--- config.mk ---
export PLATFORM = sky130hd
export DESIGN_NAME = serial_to_parallel_rx
export DESIGN_NICKNAME = d
export VERILOG_FILES = /design/src/rtl/phy_pkg.sv /design/src/rtl/rx_shift_reg.sv /design/src/rtl/serial_to_parallel_rx.sv
export SDC_FILE = /design/constraint.sdc
export NUM_CORES = 1
export LEC_CHECK = 0
export CAP_MARGIN = 40
export CORE_UTILIZATION = 53
export DETAILED_ROUTE_END_ITERATION = 16
export PLACE_DENSITY = 0.73
export SLEW_MARGIN = 20
export SYNTH_ARGS = -nofsm -noshare
export SYNTH_HDL_FRONTEND = slang
export SYNTH_SLANG_ARGS = --single-unit
--- constraint.sdc ---
create_clock -name clk_8f -period 2 [get_ports clk_8f]
set_clock_uncertainty 0.05 [all_clocks]
set_input_delay 0.4 -clock clk_8f [delete_from_list [all_inputs] [get_ports clk_8f]]
set_output_delay 0.4 -clock clk_8f [all_outputs]
set_load 0.03 [all_outputs]
--- src/rtl/phy_pkg.sv ---
// phy_pkg: shared constants and receiver state encoding for the serial lane.
package phy_pkg;
    localparam logic [7:0] COMMA      = 8'hBC;
    localparam logic [2:0] LOCK_COUNT = 3'd4;
    typedef enum logic [1:0] {SEARCH = 2'd0, SYNC = 2'd1, ACTIVE = 2'd2} rx_state_t;
endpackage

--- src/rtl/rx_shift_reg.sv ---
// rx_shift_reg: serial shift register plus free-running bit counter marking byte boundaries.
// The oldest bit of the 8-bit window is never read, so only the seven newest bits are stored.
module rx_shift_reg (
    input  logic       clk_i,
    input  logic       rst_ni,
    input  logic       data_i,
    input  logic       clr_i,
    output logic [7:0] cand_o,
    output logic       boundary_o
);
    logic [6:0] shift_q;
    logic [2:0] cnt_q;

    assign cand_o     = {shift_q, data_i};
    assign boundary_o = cnt_q == 3'd7;

    always_ff @(posedge clk_i or negedge rst_ni) begin
        if (!rst_ni) begin
            shift_q <= '0;
            cnt_q   <= '0;
        end else begin
            shift_q <= cand_o[6:0];
            cnt_q   <= clr_i ? 3'd0 : cnt_q + 3'd1;
        end
    end
endmodule

--- src/rtl/serial_to_parallel_rx.sv ---
// serial_to_parallel_rx: comma-aligned deserializer; locks after four aligned commas,
// then emits each non-comma byte with a one-cycle valid pulse on the edge its LSB arrives.
module serial_to_parallel_rx
    import phy_pkg::*;
(
    input  logic       clk_8f,
    input  logic       reset_L,
    input  logic       data_in,
    output logic [7:0] data_out,
    output logic       valid_out,
    output logic       active
);
    rx_state_t  state_q, state_d;
    logic [2:0] bc_q, bc_d;
    logic [7:0] data_q, data_d;
    logic       valid_q, valid_d;
    logic [7:0] cand;
    logic       bnd, is_comma;

    assign is_comma = cand == COMMA;

    // A comma found while hunting restarts the counter so the next boundary is 8 edges out.
    rx_shift_reg u_shift (
        .clk_i      (clk_8f),
        .rst_ni     (reset_L),
        .data_i     (data_in),
        .clr_i      (state_q == SEARCH && is_comma),
        .cand_o     (cand),
        .boundary_o (bnd)
    );

    always_comb begin
        state_d = state_q;
        bc_d    = bc_q;
        data_d  = data_q;
        valid_d = 1'b0;
        case (state_q)
            SEARCH: if (is_comma) begin
                state_d = SYNC;
                bc_d    = 3'd1;
            end
            SYNC: if (bnd) begin
                if (is_comma) begin
                    bc_d    = bc_q + 3'd1;
                    state_d = (bc_q + 3'd1 == LOCK_COUNT) ? ACTIVE : SYNC;
                end else begin
                    state_d = SEARCH;
                    bc_d    = 3'd0;
                end
            end
            ACTIVE: if (bnd && !is_comma) begin
                valid_d = 1'b1;
                data_d  = cand;
            end
            default: state_d = SEARCH;
        endcase
    end

    always_ff @(posedge clk_8f or negedge reset_L) begin
        if (!reset_L) begin
            state_q <= SEARCH;
            bc_q    <= '0;
            data_q  <= '0;
            valid_q <= 1'b0;
        end else begin
            state_q <= state_d;
            bc_q    <= bc_d;
            data_q  <= data_d;
            valid_q <= valid_d;
        end
    end

    assign data_out  = data_q;
    assign valid_out = valid_q;
    assign active    = state_q == ACTIVE;
endmodule

After elaboration in Yosys (flattened, before gate mapping)
Index checks and enable logic that the tools add are counted. W data, S select, Z words.

Register bits after elaboration: 24. Input port bits: 3. Output and inout port bits: 10. Word-level logic and storage cells: 36.

$add $sub $neg: 2. Eq/ne operators: 7. Mux-type cells: 12. Bitwise logic cells: 1. Reductions and logical operators: 8.

Operator list (count): $mux W3 (4); $eq A8 B8 Y1 const B (1); $mux W2 (4); $add A3 B1 Y3 const B (2); $eq A3 B3 Y1 const B (2); $pmux W2 S3 (1); $pmux W3 S2 (1); $reduce_and A3 Y1 (2); $ne A2 B2 Y1 const B (2); $eq A2 B1 Y1 const B (1); $eq A2 B2 Y1 const B (1); $logic_and A1 B1 Y1 (2); $logic_not A2 Y1 (1); $mux W1 (2); $reduce_and A2 Y1 (1); $reduce_bool A2 Y1 (1); $logic_not A1 Y1 (1); $not A1 Y1 (1).

Logic depth before layout (Yosys ltp)
Word-level depth: 6. Gate-level depth with buffers: 5. Gate-level depth less buffers: 5.

Modules after synthesis
A second synthesis with hierarchy kept.

Cells, all modules: 74. Area, all modules: 1032.2 um^2.

By module, submodules not included: serial_to_parallel_rx (instances 1, cells an instance 58, area each 733.2 um^2, seq. area each 350.3 um^2); rx_shift_reg (instances 1, cells an instance 16, area each 299.0 um^2, seq. area each 250.2 um^2).

Worst setup path after synthesis
OpenSTA, ideal clock, no wires.

Path type: register -> register. Start point: register state_q[0]. End point: register data_q[0], in the netlist data_out[0]. Library setup time: 125 ps. Arrival: 1580 ps. Required time: 1825 ps. Slack: 245 ps. Cell stages (with the launch flop): 5. Buffers on the path: 1. Clock period less this slack: 1755 ps. Path through: dfrtp_1 -> nor2b_1 -> o211a_1 -> buf_6 -> mux2_4.

Word-level cells in the longest chain between the ends: 2.

Ends and longest elaborated chain: start: declaration (RTL line serial_to_parallel_rx.sv:13) `rx_state_t state_q, state_d;`; start signal: assignment (RTL line serial_to_parallel_rx.sv:66) `state_q <= state_d;`; $eq A2 B2 Y1; named net active (RTL line serial_to_parallel_rx.sv:11) `output logic active`; $reduce_and A2 Y1 (no source line); end signal: assignment (RTL line serial_to_parallel_rx.sv:68) `data_q <= data_d;`; end: declaration (RTL line serial_to_parallel_rx.sv:15) `logic [7:0] data_q, data_d;`.

The timed path passes the listed nets, and every way through them passes these cells. A chain may end at the register's enable or synchronous reset.

Worst setup path after layout
Start point: register data_q[2], in the netlist data_out[2]. End point: output data_out[2].

RTL lines: end: declaration (RTL line serial_to_parallel_rx.sv:9) `output logic [7:0] data_out,`.

No word-level cell between the ends.

==> impl_metrics.py <==
metrics = {
    "outcome": {
        "run_status": "finished clean",
    },
    "floorplanning": {
        "start_util_pct": 58.7,
        "ioPinCount": 13,
        "core_area_um2": 1780,
        "die-width_um": 46.4,
        "die_h_um": 46.4,
        "dieArea_um2": 2160,
        "placement_rows": 15,
    },
    "worst_setup_path": {
        "timing.critical_path.arrival_ns": 1.37,
        "slowest_delay_ns": 0.68,
        "worstPathCellList": "clkdlybuf4s50_1",
        "crit_path_max_fanout": 2,
        "critical_path.top_delay_family": "buffers and inverters",
        "critical_path_cell_count": 1,
        "reg2reg_launch_point": "u_shift.shift_q[5]$_DFF_PN0_",
        "critical_path.startpoint_type": "flop",
        "critPathCaptureType": "output port",
        "critical_path_rt_ns": 1.55,
        "path_buf_inv": 1,
        "cpMaxStageDelayCell": "clkdlybuf4s50_1",
        "worst_r2r_endpoint": "data_out[3]$_DFFE_PN0P_",
        "worst_r2r_path_depth": 3,
        "timing_worst_setup_path_type": "reg2out",
        "reg2reg_setup_slack_ns": 0.33,
        "worstSetupStartpoint": "data_out[2]$_DFFE_PN0P_",
    },
    "placed_design": {
        "place_inst": 115,
        "place_hpwl_um": 1300,
        "port_buffers": 12,
        "routabilityCongestion": 0.856,
        "detailed_place.area_um2": 1210,
    },
    "clock_network": {
        "cts_made_buffers": 3,
        "clk_pin_slew_ns": 0.13,
        "postCtsHoldBufs": 0,
        "post_cts_setup_buffer_count": 0,
        "root_buffer_master": "clkbuf_4",
        "cts-resized-gates": 1,
        "clkLatencyLatePin_ns": 0.31,
        "clk_path_buf_depth": 2,
        "h-tree-depth": 1,
        "cts.sink_count": 24,
        "tritoncts": "built",
    },
    "routing": {
        "drt_iter0_drc": 10,
        "drt-total-wl_um": 1850,
        "met2WireLength_um": 866,
        "route.detailed.drc": 0,
        "wl_met1_um": 868,
        "detailedRoute.firstPassIterationCount": 4,
        "post_drt_wl_per_cell_um": 15.5,
        "top_layer_used": "met4",
        "via_count": 667,
        "routed_met3_length_um": 73,
        "viasPerCell": 5.61,
        "drtAntennaViolNets": 0,
    },
    "grt": {
        "grt_first_pass_wirelength_um": 3090,
        "global_route.overflow_total": 0,
        "antenna_found_initial": 0,
        "grt_max_degree": 25,
        "first_global_vias": 640,
        "groute.usage.overall_pct": 21.3,
    },
    "finish": {
        "fin_cells": 119,
        "synthToLayoutAreaGrowth_pct": 19.3,
        "layout.cell_area.non_filler_um2": 1250,
        "diode_count": 0,
        "num-nets-final": 102,
        "mostFrequentLayoutCell": "dfrtp_1",
        "drive_gt1_share_pct": 19.1,
        "fillCellCount": 128,
        "most_frequent_cells_in_the_layout": "24 x dfrtp_1, 11 x clkdlybuf4s50_1, 8 x mux2_4",
    },
    "yosys": {
        "async_reset_ff_share_pct": 100,
        "synth_area_leader_cell": "dfrtp_1",
        "ys.flop_type": "dfrtp_1",
        "synth.top_cell.area_share_pct": 57.4,
        "mappedNetlistArea_um2": 1050,
        "seq_area_frac_synth_pct": 57.4,
        "number_of_enable_flip_flop_cells_after_synthesis": 0,
        "ys_seq_elements": 24,
        "syn_nets": 84,
        "ys_types": 27,
        "netlist_top_cells_area": "dfrtp_1 57%, mux2_4 11%, ha_1 4.8%",
        "ys.warnings.count": 0,
        "postSynthCellCount": 77,
        "postSynthAreaPerCell_um2": 13.6,
    },
    "power": {
        "internal-power_mw": 0.674,
        "finalPower_mw": 0.879,
        "power_frac_comb_pct": 9.3,
        "pwr-share-clk_pct": 29.0,
        "power.ir.vdd_worst_mv": 0.577,
        "sequentialPowerShare_pct": 61.7,
        "p_per_area_nw_per_um2": 704,
        "power.switching_fraction_pct": 23.3,
        "total_leakage_power_nw": 0.580,
        "power.switching_mw": 0.204,
    },
    "sta": {
        "rsz0062_at_grt": "no",
        "fmaxAchievable_ghz": 0.549,
        "hold_viol": 0,
        "final.period_utilization_pct": 91.1,
        "report.final.setup_viol": 0,
        "worst_slew_margin_rel_pct": 69.0,
        "min_tclk_post_route_ns": 1.82,
        "worst_slew_pin_slew_ns": 0.466,
        "slew_violations": 0,
    },
    "flow_run": {
        "max_cap_viol_count": 0,
    },
    "min_path": {
        "hold_path.class": "in2async",
    },
}
==> metal layers <==
layer | track usage [%] | vias to the layer above
met5 | 0 | -
met4 | 12.4 | 0
met3 | 4.31 | 4
met2 | 31.4 | 22
met1 | 28.8 | 321
li1 | - | 320
==> power groups by stage <==
stage	logic [mW]	clock network [mW]	registers [mW]
floorplan	0.0540	0	0.546
global placement	0.0799	0	0.549
detailed placement	0.0828	0	0.552
CTS	0.0832	0.255	0.542
global route	0.0969	0.281	0.547
finish	0.0815	0.255	0.542
==> synthesized netlist by cell type (all sizes together), types with 2 or more instances <==
master  count
dfrtp      24
mux2        8
nor2b       5
o21ai       5
ha          4
clkbuf      3
nand3       3
a21oi       2
a31oi       2
and4b       2
nand2       2
o31a        2
==> metrics by stage <==
stage / TNS [ns] / hold WS [ns] / utilization [%] / setup slack, ns
after floorplan: 0 / 0.0544 / - / 0.245
after global placement: -0.199 / 0.343 / 68.0 / -0.0317
after detailed placement: -0.893 / 0.367 / 68.0 / -0.118
after CTS: 0 / 0.379 / 70.0 / 0.171
after global routing: 0 / 0.400 / 70.0 / 0.111
final: 0 / 0.367 / 70.0 / 0.179
==> worst register-to-register path, cell delays in order, from the launching register on <==
cell and delay (ns):
dfrtp_1 0.42, nand4b_1 0.27, o211a_1 0.45, mux2_4 0.37
==> cell type report <==
| class | count | area, um2 | share of cell area (%) |
|---|---|---|---|
| clock buffer | 4 | 36.3 | 2.91 |
| multi-input combinational | 48 | 419 | 33.6 |
| timing repair buffer | 17 | 156 | 12.5 |
| tap | 25 | 31.3 | 2.51 |
| sequential | 24 | 601 | 48.1 |
| inverter | 1 | 3.75 | 0.301 |
==> registers in the layout, indices dropped and copies added, names as in the netlist <==
signal / count
data_out: 8
u_shift.shift_q: 7
bc_q: 3
u_shift.cnt_q: 3
state_q: 2
valid_out: 1
==> how the worst max path moves through the flow <==
stage	endpoint
3_3_place_gp	data_out[0]$_DFFE_PN0P_
2_1_floorplan	data_out[0]$_DFFE_PN0P_
4_1_cts	data_out[2]
5_1_grt	active
3_5_place_dp	data_out[2]$_DFFE_PN0P_
6_report	data_out[2]
==> cells by family after synthesis <==
group                    count (synthesis)  share of synthesized area, %
XOR/XNOR                                 1                         0.837
flip-flops                              24                          57.4
AND/OR/NAND/NOR                         20                          13.4
adder cells (fa/ha/maj)                  4                          4.78
AO/OA/AOI/OAI                           15                          9.57
buffers and inverters                    5                          2.51
multiplexers                             8                          11.5
Power figures use the tool's default switching activity.
